[config.mk]
export PLATFORM = sky130hd
export DESIGN_NAME = add_pipe
export DESIGN_NICKNAME = d
export VERILOG_FILES = /design/src/rtl/add_pipe.sv
export SDC_FILE = /design/constraint.sdc
export NUM_CORES = 1
export LEC_CHECK = 0
export ABC_AREA = 1
export CORE_UTILIZATION = 30
export CTS_BUF_LIST = sky130_fd_sc_hd__clkbuf_8
export DETAILED_ROUTE_END_ITERATION = 10
export PLACE_DENSITY = 0.59
export SLEW_MARGIN = 20
export SYNTH_ARGS = -nofsm -noshare
export SYNTH_HDL_FRONTEND = slang
export SYNTH_SLANG_ARGS = --single-unit
[constraint.sdc]
create_clock -name clk -period 3.4 [get_ports clk]
set_clock_uncertainty 0.15 [all_clocks]
set_input_delay 0.68 -clock clk [delete_from_list [all_inputs] [get_ports clk]]
set_output_delay 0.68 -clock clk [all_outputs]
set_load 0.02 [all_outputs]
[src/rtl/add_pipe.sv]
// add_pipe: pipelined two-operand adder/subtractor with valid/ready handshake.
// Stage 1 does the WIDTH+1 bit add/sub, flag generation and optional clamp.
// Stages 2..STAGES are plain delay registers. The whole pipe advances when the
// output slot is empty or being consumed.
// Optional feature macro: ADD_PIPE_OVF_CNT_EN adds a saturating 16-bit count
// of handed-off result beats that carried ovf=1.
module add_pipe #(
  parameter int WIDTH  = 16,
  parameter int STAGES = 2,
  parameter int SAT    = 0,
  parameter int SIGNED = 0
) (
  input  logic             clk,
  input  logic             rst_n,
  input  logic             in_valid,
  output logic             in_ready,
  input  logic [WIDTH-1:0] a,
  input  logic [WIDTH-1:0] b,
  input  logic             sub,
  output logic             out_valid,
  input  logic             out_ready,
  output logic [WIDTH-1:0] c,
  output logic             carry,
  output logic             ovf
`ifdef ADD_PIPE_OVF_CNT_EN
  ,
  output logic [15:0]      ovf_cnt
`endif
);

  logic             advance;
  logic [WIDTH:0]   sum;
  logic [WIDTH-1:0] b_op;
  logic [WIDTH-1:0] res;
  logic             cy;
  logic             ov;
  logic             sa;
  logic             sb;
  logic             sr;

  logic             vld_q [STAGES];
  logic [WIDTH-1:0] c_q   [STAGES];
  logic             cy_q  [STAGES];
  logic             ov_q  [STAGES];

  assign advance   = out_ready | ~out_valid;
  assign in_ready  = advance;
  assign out_valid = vld_q[STAGES-1];
  assign c         = c_q[STAGES-1];
  assign carry     = cy_q[STAGES-1];
  assign ovf       = ov_q[STAGES-1];

  // Stage-1 arithmetic: add or two's-complement subtract, flags, optional clamp.
  always_comb begin
    b_op = sub ? ~b : b;
    sum  = {1'b0, a} + {1'b0, b_op} + {{WIDTH{1'b0}}, sub};
    cy   = sub ? ~sum[WIDTH] : sum[WIDTH];
    sa   = a[WIDTH-1];
    sb   = b[WIDTH-1];
    sr   = sum[WIDTH-1];
    if (SIGNED != 0) begin
      ov = (sub ? (sa != sb) : (sa == sb)) && (sr != sa);
    end else begin
      ov = cy;
    end
    res = sum[WIDTH-1:0];
    if ((SAT != 0) && ov) begin
      if (SIGNED != 0) begin
        res = sa ? {1'b1, {(WIDTH-1){1'b0}}} : {1'b0, {(WIDTH-1){1'b1}}};
      end else begin
        res = sub ? '0 : '1;
      end
    end
  end

  // Pipeline registers; data of a stage only loads when a valid beat enters it.
  always_ff @(posedge clk or negedge rst_n) begin
    if (!rst_n) begin
      for (int s = 0; s < STAGES; s++) begin
        vld_q[s] <= 1'b0;
        c_q[s]   <= '0;
        cy_q[s]  <= 1'b0;
        ov_q[s]  <= 1'b0;
      end
    end else if (advance) begin
      vld_q[0] <= in_valid;
      if (in_valid) begin
        c_q[0]  <= res;
        cy_q[0] <= cy;
        ov_q[0] <= ov;
      end
      for (int s = 1; s < STAGES; s++) begin
        vld_q[s] <= vld_q[s-1];
        if (vld_q[s-1]) begin
          c_q[s]  <= c_q[s-1];
          cy_q[s] <= cy_q[s-1];
          ov_q[s] <= ov_q[s-1];
        end
      end
    end
  end

`ifdef ADD_PIPE_OVF_CNT_EN
  logic [15:0] ovf_cnt_q;

  assign ovf_cnt = ovf_cnt_q;

  // Count overflowing beats at hand-off only, so a stalled beat counts once.
  always_ff @(posedge clk or negedge rst_n) begin
    if (!rst_n) begin
      ovf_cnt_q <= 16'h0000;
    end else if (out_valid && out_ready && ovf && (ovf_cnt_q != 16'hFFFF)) begin
      ovf_cnt_q <= ovf_cnt_q + 16'h0001;
    end
  end
`endif

endmodule

==> results.py, run 1 <==
metrics = {
    "synthesis": {
        "ys.flop_type": "dfrtp_1",
        "yosysTopAreaCell": "dfrtp_1",
        "synth.top_cell.area_share_pct": 35.8,
        "synthAdderAreaFrac_pct": 8.26,
        "syn-num-nets": 356,
        "synth-seq-cells": 36,
        "synth_area_leaders": "dfrtp_1, nand2_1, ha_1",
        "synth_xor_xnor_area_share_pct": 7.67,
        "synth_enable_flop_cells": 0,
        "yosysUniqueCellTypes": 29,
        "synth_seq_area_share_pct": 35.8,
        "synthCells": 303,
        "synth_area_um2": 2510,
        "synthMostInstantiatedCell": "nand2_1",
        "netlist_top_cells_count": "nand2_1, dfrtp_1, inv_1",
        "synth_top_family_by_area": "simple AND/OR/NAND/NOR gates",
        "synth_compound_area_share_pct": 7.32,
        "synth-simple-area-share_pct": 22.7,
        "ys.warnings.count": 0,
        "synth.mux.area_fraction_pct": 7.17,
        "syn_avg_cell_area_um2": 8.30,
        "async_reset_ff_share_pct": 100,
    },
    "sta": {
        "finalHoldViolations": 0,
        "final_max_slew_viol_count": 0,
        "setup_viol": 0,
        "period_minus_slack_ns": 2.71,
        "whs_ns": 0.330,
        "timing.slew.headroom_pct": 69.3,
        "rsz0062_at_grt": "no",
        "fin_setup_tns_ns": 0,
        "max_freq_mhz": 369,
        "max_slew.worst_pin.slew_ns": 0.461,
        "period_share_pct": 79.8,
    },
    "clocking": {
        "holdBufCountCts": 0,
        "cts_tree": "yes",
        "root_buffer": "clkbuf_8",
        "clk_pin_slew_ns": 0.07,
        "cts_made_buffers": 5,
        "clk_latency_ns": 0.29,
        "clock_path_buffers": 2,
        "cts.repair.resized": 0,
        "cts_sinks": 36,
        "cts_max_level": 2,
        "postCtsSetupRepairBufs": 0,
    },
    "worst_setup_path": {
        "crit_top_cell": "nand2_1",
        "cp_top_family": "simple AND/OR/NAND/NOR gates",
        "crit_path_cell_trace": "clkdlybuf4s50_1 -> buf_12 -> xor2_1 -> ha_1 -> nand2_1 -> inv_2 -> nand3_1 -> nor3_1 -> nand2_1 -> nand2_1 -> nand2_1 -> nand3_1 -> nand2_1",
        "crit_required_ns": 3.42,
        "critical_path.slowest_cell": "clkdlybuf4s50_1",
        "critPathLaunchType": "input port",
        "cp.buffers_inverters": 3,
        "critical_path_class": "input port to flip-flop",
        "cpPeakStageDelay_ns": 0.44,
        "arrival_ns": 2.73,
        "cp_max_fo": 18,
        "worst_setup_path_end_kind": "flip-flop",
    },
    "power": {
        "switchingPower_mw": 0.648,
        "power_leakage_nw": 1.55,
        "ir_drop_uv": 156,
        "internal_power_mw": 1.14,
        "power_density_nw_per_um2": 564,
        "power_frac_seq_pct": 36.8,
        "p_sw_share_pct": 36.2,
        "clkPwrFrac_pct": 17.3,
        "p_comb_share_pct": 45.9,
    },
    "job": {
        "cap_violations": 0,
    },
    "layout": {
        "area_growth_pct": 26.2,
        "layout-drive-gt1-share_pct": 11.2,
        "num-fill-cells": 858,
        "n_antenna_cell": 0,
        "nets": 400,
    },
    "route": {
        "drc": 0,
        "wl_per_cell_um": 11.4,
        "drt-pass1-iter-count": 4,
        "ant_nets": 0,
        "vias": 2004,
        "drtIter0Drc": 77,
        "drt_wl_total_um": 5170,
        "vias_per_cell": 4.42,
    },
    "die": {
        "die_area_um2": 8750,
        "start_util_pct": 30.7,
        "io_pins": 57,
        "fp.dieH_um": 93.5,
        "die_w_um": 93.5,
        "coreArea_um2": 8180,
        "rows": 33,
    },
    "placement": {
        "dpl.hpwl_um": 4200,
        "gp_congestion": 0.796,
        "portBuffers": 56,
    },
    "global_routing": {
        "antenna_found_initial": 0,
        "overflow": 0,
        "grt_pass1_wl_um": 9140,
        "grt_max_degree": 37,
        "grt_pass1_vias": 1929,
        "grtUsageTotal_pct": 13.4,
    },
    "hold_path": {
        "hold_class": "flip-flop to flip-flop",
    },
    "outcome": {
        "outcome": "finished, final reports clean",
    },
}
[sequential cells by signal (all words and copies together), names as in the netlist]
| name | flops |
|---|---|
| c | 16 |
| c_q | 16 |
| carry | 1 |
| out_valid | 1 |
| ov_q | 1 |
| vld_q | 1 |
[stage by stage]
stage / setup WS (ns) / instance area (um^2) / util, % / instances / power (mW)
final: 0.687 / 3170 / 38.8 / 453 / 1.79
after global routing: 0.496 / 3170 / 38.8 / 453 / 1.92
after CTS: 0.686 / 3170 / 38.8 / 453 / 1.82
after detailed placement: 0.383 / 3080 / 37.7 / 445 / 1.50
after global placement: 0.360 / 3080 / 37.7 / 445 / 1.49
after floorplan: 0.930 / 2510 / - / 303 / 1.28
[worst register-to-register path, stage by stage (launching register included)]
cell	delay [ns]
dfrtp_1	0.34
inv_1	0.04
nor2_1	0.10
inv_2	0.08
nand2_1	0.23
buf_4	0.31
o21ai_0	0.12
[layer usage]
layer | routed length [um] | global-route usage (%) | vias to the layer above
met3 | 243 | 1.87 | 8
met4 | 112 | 5.90 | 0
met2 | 2160 | 20.0 | 57
met5 | 0 | 0 | -
li1 | - | - | 1047
met1 | 2650 | 19.0 | 892
[layout by cell type, fill, tap and decap left out, types with 7 or more instances in the layout]
cell	n
clkdlybuf4s50_1	56
nand2_1	83
nor2_1	8
mux2_2	8
a21oi_1	13
nand3_1	17
o21ai_0	8
xor2_1	15
xnor2_1	7
inv_1	25
mux2_1	8
dfrtp_1	36
ha_1	15
[cell type report]
type | instances | area [um^2] | share of cell area, %
Tap cell | 105 | 131 | 4.14
Multi-Input combinational cell | 214 | 1340 | 42.1
Sequential cell | 36 | 901 | 28.4
Timing Repair Buffer | 59 | 596 | 18.8
Inverter | 31 | 116 | 3.67
Clock inverter | 2 | 10.0 | 0.316
Clock buffer | 6 | 82.6 | 2.60
[path summary, 6_finish.rpt]
kind	from	endpoint	slack, ns	cells past startpoint
worst max-delay path	sub	ov_q[1]	0.69	13
worst min-delay path	ov_q[1]	ov_q[1]	0.33	2
worst max register to register	out_valid	vld_q[1]	1.91	6
worst min register to register	ov_q[1]	ov_q[1]	0.33	2
max in group asynchronous	rst_n	out_valid	2.11	2
min in group asynchronous	rst_n	c_q[26]	0.65	2
[power groups by stage]
stage               logic, mW  registers (mW)  clock network [mW]
global placement        0.821           0.665                   0
CTS                     0.832           0.663               0.324
global route            0.904           0.681               0.338
finish                  0.821           0.659               0.310
floorplan               0.626           0.651                   0
detailed placement      0.829           0.671                   0
[cells by family after synthesis]
kind of cell | Yosys count
buffers and inverters | 53
adder cells (fa/ha/maj) | 16
AO/OA/AOI/OAI | 33
flip-flops | 36
XOR/XNOR | 22
AND/OR/NAND/NOR | 127
multiplexers | 16
Note: power is estimated with default switching activity, not from simulation.
==> run 2: changes to the inputs <==
==> constraint.sdc (replaced) <==
create_clock -name clk -period 2.5 [get_ports clk]
set_clock_uncertainty 0.15 [all_clocks]
set_input_delay 0.5 -clock clk [delete_from_list [all_inputs] [get_ports clk]]
set_output_delay 0.5 -clock clk [all_outputs]
set_load 0.02 [all_outputs]
==> run 2 against run 1 <==
Utilization increased by 2.7 points. Non-clock buffer count is 23 higher. Count of clock-buffer cells in the layout unchanged. Via count up 3.4%. Global-route usage decreased by 0.61 points. Clock power is 40% higher. Power rose by 42%. Final cell count is 5.1% higher. Worst setup slack worse by 0.54 ns. Flip-flop and latch count unchanged. Die area is the same. Critical path depth is 9 lower. Critical endpoint is now in_ready. Largest cell class unchanged. Highest routed layer unchanged.
==> results.py, run 2 (synthesis gave the netlist of run 1 again) <==
metrics = {
    "outcome": {
        "outcome": "finished, final reports clean",
    },
    "worst_setup_path": {
        "arrival_ns": 1.70,
        "ff2ff_path_depth": 8,
        "cp_max_fo": 5,
        "rrSetupSlack_ns": 1.09,
        "critical_path_class": "input port to output port",
        "crit_end": "in_ready",
        "critPathLaunchType": "input port",
        "worstReg2RegStart": "out_valid",
        "r2r_end": "c_q[23]",
        "worst_setup_path_end_kind": "output port",
        "crit_required_ns": 1.85,
        "crit_start": "out_ready",
    },
    "clocking": {
        "clock_path_buffers": 2,
        "cts_sinks": 36,
        "clk_pin_slew_ns": 0.07,
        "root_buffer": "clkbuf_8",
        "cts_tree": "yes",
        "cts_made_buffers": 5,
        "cts_max_level": 2,
        "clk_latency_ns": 0.29,
    },
    "sta": {
        "max_slew.worst_pin.slew_ns": 0.453,
        "period_minus_slack_ns": 2.35,
        "rsz0062_at_grt": "no",
        "final_max_slew_viol_count": 0,
        "period_share_pct": 94.1,
        "timing.slew.headroom_pct": 69.8,
        "setup_viol": 0,
        "finalHoldViolations": 0,
        "fin_setup_tns_ns": 0,
        "max_freq_mhz": 425,
    },
    "die": {
        "die_w_um": 93.5,
        "io_pins": 57,
        "die_area_um2": 8750,
        "start_util_pct": 30.7,
        "fp.dieH_um": 93.5,
        "rows": 33,
        "coreArea_um2": 8180,
    },
    "global_routing": {
        "antenna_found_initial": 0,
        "grt_pass1_vias": 1957,
        "grt_max_degree": 37,
        "overflow": 0,
        "grt_pass1_wl_um": 8860,
        "grtUsageTotal_pct": 12.7,
    },
    "power": {
        "switchingPower_mw": 0.915,
        "total_power_mw": 2.54,
        "power_leakage_nw": 1.67,
        "p_sw_share_pct": 36.1,
        "clkPwrFrac_pct": 17.2,
        "ir_drop_uv": 239,
        "power_frac_seq_pct": 35.4,
        "p_comb_share_pct": 47.4,
        "internal_power_mw": 1.62,
        "power_density_nw_per_um2": 747,
    },
    "layout": {
        "area_growth_pct": 34.9,
        "n_antenna_cell": 0,
        "layout-drive-gt1-share_pct": 18.9,
        "design_area_um2": 3390,
        "fin_util_pct": 41.5,
        "final_common_cell": "nand2_1",
        "nets": 423,
        "layout_common_cells": "nand2_1, clkdlybuf4s50_1, dfrtp_1",
    },
    "route": {
        "vias_per_cell": 4.36,
        "drtIter0Drc": 84,
        "drc": 0,
        "drt_wl_total_um": 5200,
        "vias": 2073,
        "wl_per_cell_um": 10.9,
        "drt-pass1-iter-count": 4,
        "ant_nets": 0,
    },
    "placement": {
        "gp_congestion": 0.827,
        "placed_area_um2": 3240,
        "portBuffers": 56,
        "dpl.hpwl_um": 4270,
    },
    "job": {
        "cap_violations": 0,
    },
    "hold_path": {
        "hold_class": "flip-flop to flip-flop",
    },
}
-- run 2: cell types whose count changed in the layout (fill, tap and decap cells not counted), sizes merged --
cell           before  now
clkinv              2    0
clkinvlp            0    2
buf                 3   26
dlymetal6s2s        0    1
clkdlybuf4s50      56   55
-- run 2: per-layer routing --
| layer | routed length (um) | GRT usage, % |
|---|---|---|
| met5 | 0 | 0 |
| met4 | 82 | 4.62 |
| met3 | 176 | 1.79 |
| met2 | 2310 | 20.0 |
| met1 | 2640 | 17.8 |
-- run 2: through the flow --
stage	hold slack (ns)	std cells	setup slack [ns]
after CTS	0.341	475	0.0545
after global routing	0.360	476	0.110
after global placement	0.310	467	-0.279
after floorplan	0.0544	303	0.210
final	0.334	476	0.147
after detailed placement	0.321	467	-0.257
-- run 2: cell type report --
| cell class | count | area [um^2] |
|---|---|---|
| Clock buffer | 6 | 82.6 |
| Timing Repair Buffer | 82 | 771 |
| Inverter | 31 | 116 |
| Clock inverter | 2 | 15.0 |
| Tap cell | 105 | 131 |
| Multi-Input combinational cell | 214 | 1380 |
| Sequential cell | 36 | 901 |
| Fill cell | 855 | 4780 |
-- run 2: what timing repair did --
action / 4_1_cts / 5_1_grt
endpoints found under the setup margin: 0 / 10
hold buffers: 0 / 0
endpoints found under the hold margin: 0 / 0
gates resized for setup: 0 / 11
setup buffers: 0 / 1
-- run 2: worst min path at each step --
stage	from	slack, ns	endpoint	depth (start not counted)
after floorplan	rst_n	0.05	c[0]	0
after global placement	c_q[28]	0.31	c_q[28]	2
after detailed placement	c_q[28]	0.32	c_q[28]	2
after CTS	c_q[28]	0.34	c_q[28]	2
after global routing	c[9]	0.36	c[9]	1
final	c_q[18]	0.33	c_q[18]	2
-- run 2: worst max-delay path, stage by stage --
cell             delay (ns)
clkdlybuf4s50_1        0.46
nor2_1                 0.05
inv_2                  0.09
clkdlybuf4s50_1        0.61
-- run 2: power groups by stage --
stage / sequential (mW) / combinational, mW / clock [mW]
6_report: 0.898 / 1.20 / 0.435
5_1_grt: 0.927 / 1.31 / 0.479
4_1_cts: 0.904 / 1.20 / 0.451
3_5_place_dp: 0.916 / 1.19 / 0
3_3_place_gp: 0.910 / 1.18 / 0
2_1_floorplan: 0.886 / 0.851 / 0
==> run 3: changes to the inputs <==
--- a/config.mk
+++ b/config.mk
@@ -5,11 +5,9 @@
 export SDC_FILE = /design/constraint.sdc
 export NUM_CORES = 1
 export LEC_CHECK = 0
-export ABC_AREA = 1
 export CORE_UTILIZATION = 30
 export CTS_BUF_LIST = sky130_fd_sc_hd__clkbuf_8
 export DETAILED_ROUTE_END_ITERATION = 10
-export PLACE_DENSITY = 0.59
 export SLEW_MARGIN = 20
 export SYNTH_ARGS = -nofsm -noshare
 export SYNTH_HDL_FRONTEND = slang
==> run 3 against run 2 <==
Die area is 5.5% lower. Sequential power is 2% higher. Final cell count is 11% lower. Critical path type is now input port to flip-flop. Critical endpoint is now ov_q[1]. Largest cell class unchanged. Highest routed layer unchanged.
==> results.py, run 3 <==
metrics = {
    "outcome": {
        "outcome": "finished, final reports clean",
    },
    "route": {
        "vias_per_cell": 4.57,
        "wl_per_cell_um": 12.2,
        "drtIter0Drc": 45,
        "wl_met2_um": 2410,
        "highest_layer": "met4",
        "met3WireLength_um": 156,
        "drt_wl_total_um": 5170,
        "wl_met1_um": 2540,
        "vias": 1937,
        "drt-pass1-iter-count": 4,
        "drc": 0,
        "ant_nets": 0,
    },
    "synthesis": {
        "ys.warnings.count": 0,
        "async_reset_ff_share_pct": 100,
        "netlist_top_cells_count": "dfrtp_1, nand2_1, xor2_1",
        "synth_seq_area_share_pct": 38.0,
        "synth_area_leaders": "dfrtp_1, mux2_2, ha_1",
        "synth.top_cell.area_share_pct": 38.0,
        "ys.flop_type": "dfrtp_1",
        "synth-seq-cells": 36,
        "synthCells": 238,
        "synth_area_um2": 2370,
        "synth_enable_flop_cells": 0,
        "syn-num-nets": 291,
        "syn_avg_cell_area_um2": 9.97,
        "yosysTopAreaCell": "dfrtp_1",
        "synthMostInstantiatedCell": "dfrtp_1",
        "yosysUniqueCellTypes": 45,
    },
    "sta": {
        "max_slew.worst_pin.slew_ns": 0.446,
        "final_max_slew_viol_count": 0,
        "whs_ns": 0.322,
        "setup_viol": 0,
        "finalHoldViolations": 0,
        "timing.slew.headroom_pct": 70.3,
        "rsz0062_at_grt": "yes",
        "period_minus_slack_ns": 2.45,
        "period_share_pct": 98.1,
        "max_freq_mhz": 408,
    },
    "die": {
        "coreArea_um2": 7690,
        "io_pins": 57,
        "start_util_pct": 30.9,
        "die_area_um2": 8270,
        "rows": 32,
        "die_w_um": 91.0,
        "fp.dieH_um": 91.0,
    },
    "placement": {
        "dpl.hpwl_um": 4130,
        "portBuffers": 56,
        "placed_area_um2": 3290,
        "gp_congestion": 0.833,
    },
    "layout": {
        "area_growth_pct": 44.9,
        "final_common_cell": "clkdlybuf4s50_1",
        "design_area_um2": 3440,
        "layout-drive-gt1-share_pct": 29.2,
        "layout_common_cells": "clkdlybuf4s50_1, buf_4, dfrtp_1",
        "n_antenna_cell": 0,
        "nets": 375,
    },
    "worst_setup_path": {
        "crit_start": "b[8]",
        "worst_setup_path_end_kind": "flip-flop",
        "crit_required_ns": 2.57,
        "cp_max_fo": 3,
        "r2r_end": "ov_q[1]",
        "ff2ff_path_depth": 6,
        "arrival_ns": 2.52,
        "cpPeakStageDelay_ns": 0.41,
        "crit_path_cell_trace": "clkdlybuf4s50_1 -> xor2_1 -> ha_1 -> buf_4 -> and3_1 -> o311ai_4 -> a31o_1 -> o41a_1 -> nand3_1",
        "critPathLaunchType": "input port",
        "critical_path.slowest_cell": "clkdlybuf4s50_1",
        "worstReg2RegStart": "out_valid",
        "rrSetupSlack_ns": 0.85,
        "critical_path_class": "input port to flip-flop",
        "crit_end": "ov_q[1]",
    },
    "clocking": {
        "holdBufCountCts": 0,
        "root_buffer": "clkbuf_8",
        "cts_max_level": 2,
        "clock_path_buffers": 2,
        "clk_latency_ns": 0.28,
        "clk_pin_slew_ns": 0.07,
        "cts_sinks": 36,
        "cts_made_buffers": 5,
        "cts_tree": "yes",
    },
    "global_routing": {
        "grtUsageTotal_pct": 13.2,
        "grt_pass1_vias": 1977,
        "antenna_found_initial": 0,
        "grt_max_degree": 37,
        "grt_pass1_wl_um": 8950,
        "overflow": 0,
    },
    "power": {
        "power_density_nw_per_um2": 748,
        "ir_drop_uv": 226,
        "power_leakage_nw": 1.53,
    },
    "job": {
        "cap_violations": 0,
    },
    "hold_path": {
        "hold_class": "flip-flop to flip-flop",
    },
}
## run 3: changes by cell type in the layout (fill, tap and decap cells not counted), moves of 8 or more
cell	previous run	this run
mux2_2	8	17
nand2_2	9	0
buf_4	25	41
inv_1	25	2
mux2_1	8	0
nand3_1	17	3
nand2_1	80	31
## run 3: area by class of cell
cell class / instances / area [um^2]
Clock inverter: 2 / 8.76
Inverter: 1 / 3.75
Timing Repair Buffer: 102 / 935
Fill cell: 780 / 4250
Sequential cell: 36 / 901
Clock buffer: 5 / 68.8
Tap cell: 102 / 128
Multi-Input combinational cell: 176 / 1400
## run 3: what timing repair did
action	CTS	global route
resized for setup	21	15
pin swaps	10	9
endpoints found under the setup margin	12	9
buffers inserted	1	0
cloned	0	0
## run 3: per-stage QoR
step                      setup WS, ns  total power [mW]  TNS (ns)  util (%)  std cells
final                           0.0476              2.57         0      44.7        424
after global routing           -0.0379              2.75   -0.0810      44.7        424
after CTS                      0.00267              2.58         0      44.0        424
after detailed placement        -0.759              2.20     -7.65      42.8        416
after global placement          -0.657              2.18     -6.97      42.8        416
after floorplan                -0.0735              1.77    -0.239         -        238
## run 3: worst min path at each step
| stage | cells past startpoint | startpoint | end | slack [ns] |
|---|---|---|---|---|
| 3_3_place_gp | 2 | vld_q[1] | out_valid | 0.30 |
| 6_report | 2 | vld_q[1] | out_valid | 0.32 |
| 2_1_floorplan | 0 | rst_n | c[0] | 0.05 |
| 3_5_place_dp | 2 | vld_q[1] | out_valid | 0.31 |
| 4_1_cts | 2 | vld_q[1] | out_valid | 0.32 |
| 5_1_grt | 2 | vld_q[1] | out_valid | 0.35 |
## run 3: cell families (layout without fill, tap and decap cells)
logic type      count (synthesis)  in the layout  synth area share, %
fa+ha+maj                      16             16                 8.75
compound gates                 54             54                 15.3
flops                          36             36                 38.0
buf+inv                        26            110                 6.91
simple gates                   62             62                 12.8
mux                            19             19                 9.12
xor+xnor                       25             25                 9.23
## run 3: power breakdown
| part | internal [mW] | leakage [nW] | switching (mW) |
|---|---|---|---|
| Clock | 0.185 | 0.0452 | 0.182 |
| Combinational | 0.691 | 1.05 | 0.601 |
| Sequential | 0.801 | 0.439 | 0.111 |
| Total | 1.68 | 1.53 | 0.894 |
## run 3: per-layer routing
layer | GRT usage, % | up-vias
li1 | - | 1000
met4 | 3.97 | 0
met5 | 0 | -
met1 | 17.8 | 893
met3 | 2.09 | 5
met2 | 21.7 | 39
## run 3: worst max-delay path: cells and delay by family
kind | cells | cell delay [ns]
AOI/OAI and AO/OA | 3 | 0.69
buffers and inverters | 2 | 0.56
adders and majority gates | 1 | 0.34
and+or+nand+nor | 2 | 0.28
xor gates and xnor gates | 1 | 0.14
